## src/rtl/hh_event_arbiter_if.sv

```systemverilog
// -----------------------------------------------------------------------------
// hh_event_arbiter_if
//   Event channel between hh_event_arbiter and the read pump.
//   One event is transferred on every clock where ev_valid && ev_ready.
//
//   Signals:
//     ev_valid  event available (source -> sink)
//     ev_ready  sink accepts the event (sink -> source)
//     ev_id     id of the reporting channel
//     ev_val    4-state code of the new value (0=0, 1=1, 2=X, 3=Z)
//     ev_time   timestamp of the change
//
//   Modports: master = event source (the arbiter), slave = event sink.
// -----------------------------------------------------------------------------
interface hh_event_arbiter_if #(
    parameter int ID_W = 8,
    parameter int TS_W = 32
);
    logic            ev_valid;
    logic            ev_ready;
    logic [ID_W-1:0] ev_id;
    logic [1:0]      ev_val;
    logic [TS_W-1:0] ev_time;

    modport master (
        output ev_valid, ev_id, ev_val, ev_time,
        input  ev_ready
    );

    modport slave (
        input  ev_valid, ev_id, ev_val, ev_time,
        output ev_ready
    );
endinterface

```

## src/rtl/hh_event_arbiter.sv

```systemverilog
// -----------------------------------------------------------------------------
// hh_event_arbiter
//   Watches N_SIG 4-state signal codes, detects value changes while running and
//   serialises them as timestamped events over one valid/ready channel. Each
//   channel owns a single pending slot; slots are granted round-robin to the
//   output register so no channel starves.
//
//   Ports:
//     clk, rst_n  clock, asynchronous active-low reset
//     en          capture enable; rising edge arms the channels (IDLE->ARM->RUN)
//     sig_code    per-channel code, channel i at [2i+1:2i]
//     ev          event channel (hh_event_arbiter_if.master)
//     ovf         sticky per-channel lost-event flags
//     ovf_clr     clears all ovf bits (wins over a same-edge set)
//     busy        a pending slot or the output register is occupied
//     ts_sat      (HH_EV_TS_SAT_EN only) timestamp reached its maximum
//
//   Build option:
//     HH_EV_TS_SAT_EN  timestamp saturates at 2^TS_W-1 instead of wrapping and
//                      the ts_sat port is added.
// -----------------------------------------------------------------------------
module hh_event_arbiter #(
    parameter int N_SIG   = 6,
    parameter int ID_BASE = 1,
    parameter int ID_W    = 8,
    parameter int TS_W    = 32
) (
    input  logic                 clk,
    input  logic                 rst_n,
    input  logic                 en,
    input  logic [2*N_SIG-1:0]   sig_code,
    hh_event_arbiter_if.master   ev,
    output logic [N_SIG-1:0]     ovf,
    input  logic                 ovf_clr,
`ifdef HH_EV_TS_SAT_EN
    output logic                 ts_sat,
`endif
    output logic                 busy
);
    localparam int IDX_W = (N_SIG > 1) ? $clog2(N_SIG) : 1;
    localparam logic [TS_W-1:0] TS_MAX = '1;

    typedef enum logic [1:0] {IDLE, ARM, RUN} state_t;

    state_t           state;
    logic [TS_W-1:0]  ts;
    logic [IDX_W-1:0] rr;

    logic [1:0]       prev     [N_SIG];
    logic [N_SIG-1:0] pend_v;
    logic [1:0]       pend_code[N_SIG];
    logic [TS_W-1:0]  pend_ts  [N_SIG];

    logic [N_SIG-1:0] chg;
    logic [N_SIG-1:0] ovf_set;
    logic             grant_vld;
    logic [IDX_W-1:0] grant_idx;
    logic             take;
    logic             grant_fire;
    int               scan_idx;

    // The output register may load when it is empty or being handed over.
    assign take       = !ev.ev_valid || ev.ev_ready;
    assign grant_fire = take && grant_vld;
    assign busy       = ev.ev_valid | (|pend_v);

    // NOTE: every variable written here gets a value before any condition,
    // otherwise synthesis infers a latch to hold the old value.
    always_comb begin
        chg       = '0;
        ovf_set   = '0;
        grant_vld = 1'b0;
        grant_idx = '0;
        scan_idx  = 0;
        // First pending slot at or after rr, scanning upward with wrap.
        for (int k = 0; k < N_SIG; k++) begin
            scan_idx = int'(rr) + k;
            if (scan_idx >= N_SIG) scan_idx = scan_idx - N_SIG;
            if (!grant_vld && pend_v[scan_idx]) begin
                grant_vld = 1'b1;
                grant_idx = IDX_W'(scan_idx);
            end
        end
        for (int i = 0; i < N_SIG; i++) begin
            chg[i] = (state == RUN) && (sig_code[2*i +: 2] != prev[i]);
            // A change landing on the edge its own slot is granted simply
            // reloads the slot, so nothing is lost.
            ovf_set[i] = chg[i] && pend_v[i] &&
                         !(grant_fire && (int'(grant_idx) == i));
        end
    end

    // NOTE: sequential state uses non-blocking assignments so every register
    // samples the pre-edge values regardless of statement order.
    always_ff @(posedge clk or negedge rst_n) begin
        if (!rst_n) begin
            state       <= IDLE;
            ts          <= '0;
            rr          <= '0;
            pend_v      <= '0;
            ovf         <= '0;
            ev.ev_valid <= 1'b0;
            ev.ev_id    <= '0;
            ev.ev_val   <= '0;
            ev.ev_time  <= '0;
`ifdef HH_EV_TS_SAT_EN
            ts_sat      <= 1'b0;
`endif
            // NOTE: these arrays are a handful of flops, not a RAM, so they
            // are reset explicitly to give deterministic prev/slot contents.
            for (int i = 0; i < N_SIG; i++) begin
                prev[i]      <= '0;
                pend_code[i] <= '0;
                pend_ts[i]   <= '0;
            end
        end else begin
            case (state)
                IDLE: begin
                    if (en) state <= ARM;
                end
                ARM: begin
                    for (int i = 0; i < N_SIG; i++) prev[i] <= sig_code[2*i +: 2];
                    ts    <= '0;
                    state <= RUN;
`ifdef HH_EV_TS_SAT_EN
                    ts_sat <= 1'b0;
`endif
                end
                RUN: begin
`ifdef HH_EV_TS_SAT_EN
                    if (ts != TS_MAX) begin
                        ts <= ts + TS_W'(1);
                        if (ts == TS_MAX - TS_W'(1)) ts_sat <= 1'b1;
                    end
`else
                    ts <= ts + TS_W'(1);
`endif
                    if (!en) state <= IDLE;
                end
                default: state <= IDLE;
            endcase

            for (int i = 0; i < N_SIG; i++) begin
                if (chg[i]) begin
                    prev[i]      <= sig_code[2*i +: 2];
                    pend_v[i]    <= 1'b1;
                    pend_code[i] <= sig_code[2*i +: 2];
                    pend_ts[i]   <= ts;
                end else if (grant_fire && (int'(grant_idx) == i)) begin
                    pend_v[i] <= 1'b0;
                end
            end

            if (ovf_clr) ovf <= '0;
            else         ovf <= ovf | ovf_set;

            if (take) begin
                ev.ev_valid <= grant_vld;
                if (grant_vld) begin
                    ev.ev_id   <= ID_W'(ID_BASE) + ID_W'(grant_idx);
                    ev.ev_val  <= pend_code[grant_idx];
                    ev.ev_time <= pend_ts[grant_idx];
                    rr <= (int'(grant_idx) == N_SIG - 1) ? '0 : grant_idx + IDX_W'(1);
                end
            end
        end
    end
endmodule
```

## src/flat_wrapper.sv

```systemverilog
// flat-port wrapper written by rule: the top's interface ports become plain ports
module hh_event_arbiter_flat 
#(
    parameter int N_SIG   = 6,
    parameter int ID_BASE = 1,
    parameter int ID_W    = 8,
    parameter int TS_W    = 32
)
  (clk, rst_n, en, sig_code, ovf, ovf_clr, busy, ev_ev_valid, ev_ev_id, ev_ev_val, ev_ev_time, ev_ev_ready);
  hh_event_arbiter_if #(.ID_W(ID_W), .TS_W(TS_W)) ev_i ();
  input  logic clk;
  input  logic rst_n;
  input  logic en;
  input  logic [2*N_SIG-1:0] sig_code;
  output logic [N_SIG-1:0] ovf;
  input  logic ovf_clr;
  output logic busy;
  output wire logic [$bits(ev_i.ev_valid)-1:0] ev_ev_valid;
  output wire logic [$bits(ev_i.ev_id)-1:0] ev_ev_id;
  output wire logic [$bits(ev_i.ev_val)-1:0] ev_ev_val;
  output wire logic [$bits(ev_i.ev_time)-1:0] ev_ev_time;
  input wire logic [$bits(ev_i.ev_ready)-1:0] ev_ev_ready;
  assign ev_ev_valid = ev_i.ev_valid;
  assign ev_ev_id = ev_i.ev_id;
  assign ev_ev_val = ev_i.ev_val;
  assign ev_ev_time = ev_i.ev_time;
  assign ev_i.ev_ready = ev_ev_ready;
  hh_event_arbiter #(.N_SIG(N_SIG), .ID_BASE(ID_BASE), .ID_W(ID_W), .TS_W(TS_W)) u_core (.clk(clk), .rst_n(rst_n), .en(en), .sig_code(sig_code), .ev(ev_i), .ovf(ovf), .ovf_clr(ovf_clr), .busy(busy));
endmodule
```

## config.mk

```make
export PLATFORM = sky130hd
export DESIGN_NAME = hh_event_arbiter_flat
export DESIGN_NICKNAME = d
export VERILOG_FILES = /design/src/rtl/hh_event_arbiter_if.sv /design/src/rtl/hh_event_arbiter.sv /design/src/flat_wrapper.sv
export SDC_FILE = /design/constraint.sdc
export NUM_CORES = 1
export LEC_CHECK = 0
export CORE_ASPECT_RATIO = 1.75
export CORE_MARGIN = 10
export CORE_UTILIZATION = 61
export DETAILED_ROUTE_END_ITERATION = 8
export PLACE_DENSITY = 0.81
export SYNTH_ARGS = -nofsm -noshare
export SYNTH_HDL_FRONTEND = slang
export SYNTH_SLANG_ARGS = --single-unit
```

## constraint.sdc

```tcl
create_clock -name clk -period 5.1 [get_ports clk]
set_clock_uncertainty 0.15 [all_clocks]
set_input_delay 1.02 -clock clk [delete_from_list [all_inputs] [get_ports clk]]
set_output_delay 1.02 -clock clk [all_outputs]
set_load 0.01 [all_outputs]
```

==> metrics.md <==
| Metric | Value |
|---|---|
| Run status | `complete, no violations` |
| Highest clock rate | `225 MHz` |
| Vias in the first global route | `11700` |
| Max Cap Viol | `0` |
| Nets | `1474` |
| Crit Path Max Fanout | `64` |
| DRC viols | `0` |
| FF-to-FF path depth | `14` |
| Worst R2R End | `u_core.ev.ev_time[22]` |
| Crit path buf inv count | `3` |
| #FFs+latches synth | `304` |
| CP Launch Type | `register` |
| Area of the multi-input gates | `6740 um^2` |
| Crit path kind | `register to register` |
| Unrepaired setup endpoints after global routing | `false` |
| Most common cell in the synthesized netlist | `dfrtp_1` |
| GRT Overall Usage | `0.241` |
| Clock Sinks | `around 300` |
| Top post-synthesis cells by area | `dfrtp_1 (51%), mux2_2 (12%), nand2_1 (4.0%)` |
| Mapped cell area | `14800 um^2` |
| Seq. cell area | `7610 um^2` |
| DR pass1 iterations | `6` |
| CTS Hold Buffers Added | `0` |
| Post-Place Cells | `1717` |
| Core box area | `24000 um^2` |
| Area growth, synth to finish | `11.6%` |
| Post-synth ARST share | `1.00` |
| Total Negative Setup Slacks | `0 ps` |
| # resized after CTS | `0` |
| Die width | `138 um` |
| Root buf cell | `clkbuf_16` |
| Number of synthesized flops with an enable pin | `0` |
| Total CTS buffers | `27` |
| Gpl congestion | `0.886` |
| Worst EP arrival | `4780 ps` |
| Netlist cell types | `63` |
| Later-pin clock latency in the skew report | `550 ps` |
| Die height | `226 um` |
| Syn. warnings | `0` |
| Worst setup EP type | `register` |
| Critical path cell sequence | `inv_1 -> ha_1 -> inv_1 -> ha_1 -> nor2b_1 -> a2bb2oi_1 -> o221ai_1 -> a21o_1 -> a21oi_1 -> o311a_4 -> buf_4 -> a21oi_1 -> o31ai_1 -> a211o_1` |
| Count of final hold-check violations | `0` |
| DRT iter0 DRCs | `817` |
| Wirelength per Cell | `21.3 um` |
| Tightest Hold Check Type | `register to register` |
| Rows | `75` |
| Area fraction of the dominant cell type after synthesis | `0.512` |
| ANT cells | `0` |
| CTS tree | `done` |
| R2r setup slk | `660 ps` |
| Syn Area/Cell | `10.3 um^2` |
| CP peak stage delay | `590 ps` |
| Htree depth | `1` |
| Critical-path top delay cell | `buf_4` |
| Synth top cells by count | `dfrtp_1 (304), mux2_2 (161), nand2_1 (159)` |
| Fin crit share | `0.871` |
| Crit path to | `u_core.ev.ev_time[22]` |
| Grt ovf | `0` |
| Worst r2r src | `u_core.rr[1]` |
| Primary FF master, synth | `dfrtp_1` |
| Clock-pin slew on the worst setup and hold paths | `~70 ps` |
| Cell Count, Final, Fillers Out | `1765` |
| Critical path depth | `14` |
| Worst setup path startpoint | `u_core.rr[1]` |
| Port bufs | `62` |
| Postcts setup bufs | `0` |
| WL final | `around 38000 um` |
| Via density | `6.47` |
| Delay-heaviest family, CP | `compound AO/OA/AOI/OAI gates` |
| Routed Antenna Nets | `0` |
| Die area | `between 30000 and 40000 um^2` |
| First-pass GRT wire length | `roughly 61000 um` |
| Share of cells above drive strength 1 | `0.201` |
| Initial Util | `0.618` |
| Filler cells | `1719` |
| I/O pin count | `67` |
| Worst Tran Pin Value | `1070 ps` |
| Final Max Slew Viols | `0` |
| Data required time at the worst endpoint | `5440 ps` |
| Largest net degree at the start of global routing | `138` |
| Final Setup Violations | `0` |
| Slew margin rel. | `0.287` |
| Final Critical Period | `4440 ps` |
| DP Wirelength | `22000 um` |
| Initial antenna violation count | `0` |
| Synth area leader | `dfrtp_1` |
| Synth Instances | `approximately 1400` |
| Routed via count | `11400` |
| Longest Clk Path Bufs | `3` |
| Register area share after synthesis | `0.512` |
## registers in the layout, indices dropped and copies added (netlist names)
name	count
u_core.prev	12
u_core.pend_ts	192
u_core.ev.ev_id	4
u_core.ev.ev_time	32
u_core.pend_code	12
u_core.rr	3
u_core.ev.ev_valid	1
u_core.pend_v	6
u_core.ts	32
u_core.ovf	6
u_core.ev.ev_val	2
u_core.state	2
## cell usage in the layout (no fill, tap or decap), types with 3 or more instances in the layout
| master | n |
|---|---|
| inv_1 | 18 |
| a211o_1 | 35 |
| clkbuf_16 | 27 |
| nor2_1 | 42 |
| ha_1 | 19 |
| clkinv_2 | 5 |
| mux2i_1 | 11 |
| or3_1 | 7 |
| a21oi_1 | 116 |
| dfrtp_1 | 304 |
| and3_1 | 6 |
| clkbuf_8 | 7 |
| nand4_1 | 7 |
| buf_4 | 24 |
| o31ai_1 | 38 |
| clkdlybuf4s50_1 | 61 |
| or2_2 | 36 |
| nand2b_1 | 7 |
| o211ai_1 | 3 |
| mux2_2 | 161 |
| o21a_1 | 4 |
| o21ai_4 | 6 |
| nand3_1 | 85 |
| conb_1 | 4 |
| a21o_1 | 6 |
| clkbuf_1 | 7 |
| and4_1 | 3 |
| nor4_1 | 3 |
| nor3_1 | 43 |
| xor2_1 | 29 |
| o21ai_0 | 114 |
| buf_12 | 4 |
| xnor2_1 | 9 |
| nand2_1 | 159 |
## logic make-up after synthesis
family | Yosys count | synth area share
simple gates | 407 | 0.128
compound gates | 351 | 0.144
flops | 304 | 0.512
mux | 174 | 0.131
buf+inv | 150 | 0.0430
xor+xnor | 40 | 0.0246
fa+ha+maj | 19 | 0.0160
other cells | 1 | 0.000253
## cell type report
class,count,area share
Inverter,20,0.00453
Clock buffer,41,0.0482
Tap cell,308,0.0233
Timing Repair Buffer,90,0.0535
Clock inverter,7,0.00513
Multi-Input combinational cell,995,0.406
Sequential cell,304,0.459
## worst register-to-register path, cell delays in order (launching register included)
cell and delay (ps):
dfrtp_1 440, inv_1 120, ha_1 540, inv_1 230
ha_1 380, nor2b_1 60, a2bb2oi_1 180, o221ai_1 190
a21o_1 280, a21oi_1 320, o311a_4 250, buf_4 590
a21oi_1 210, o31ai_1 280, a211o_1 170
## metal layers
layer | vias up | GRT usage | wire [um]
li1 | 5053 | - | -
met1 | 5826 | 0.288 | 14500
met2 | 446 | 0.417 | 19300
met3 | 94 | 0.0344 | 2310
met4 | 0 | 0.107 | 1430
met5 | - | 0 | 0
## worst min path at each step
| stage | endpoint | start | cells past startpoint |
|---|---|---|---|
| 2_1_floorplan | u_core.pend_code[4] | u_core.pend_code[4] | 2 |
| 3_3_place_gp | u_core.pend_ts[85] | u_core.pend_ts[85] | 2 |
| 3_5_place_dp | u_core.pend_ts[95] | u_core.pend_ts[95] | 2 |
| 4_1_cts | u_core.pend_ts[95] | u_core.pend_ts[95] | 2 |
| 5_1_grt | u_core.pend_code[5] | u_core.pend_code[5] | 2 |
| 6_report | u_core.pend_ts[95] | u_core.pend_ts[95] | 2 |
## stage by stage
step	utilization	setup WS (ps)	instance area, um^2	hold slack, ps
after floorplan	-	1090	14900	289
after global placement	0.653	916	15700	301
after detailed placement	0.653	680	15700	307
after CTS	0.690	642	16600	324
after global routing	0.690	326	16600	345
final	0.690	655	16600	323
Power is not shown: default switching activity piles up to over one toggle a cycle in this logic, so the estimate is an artifact.
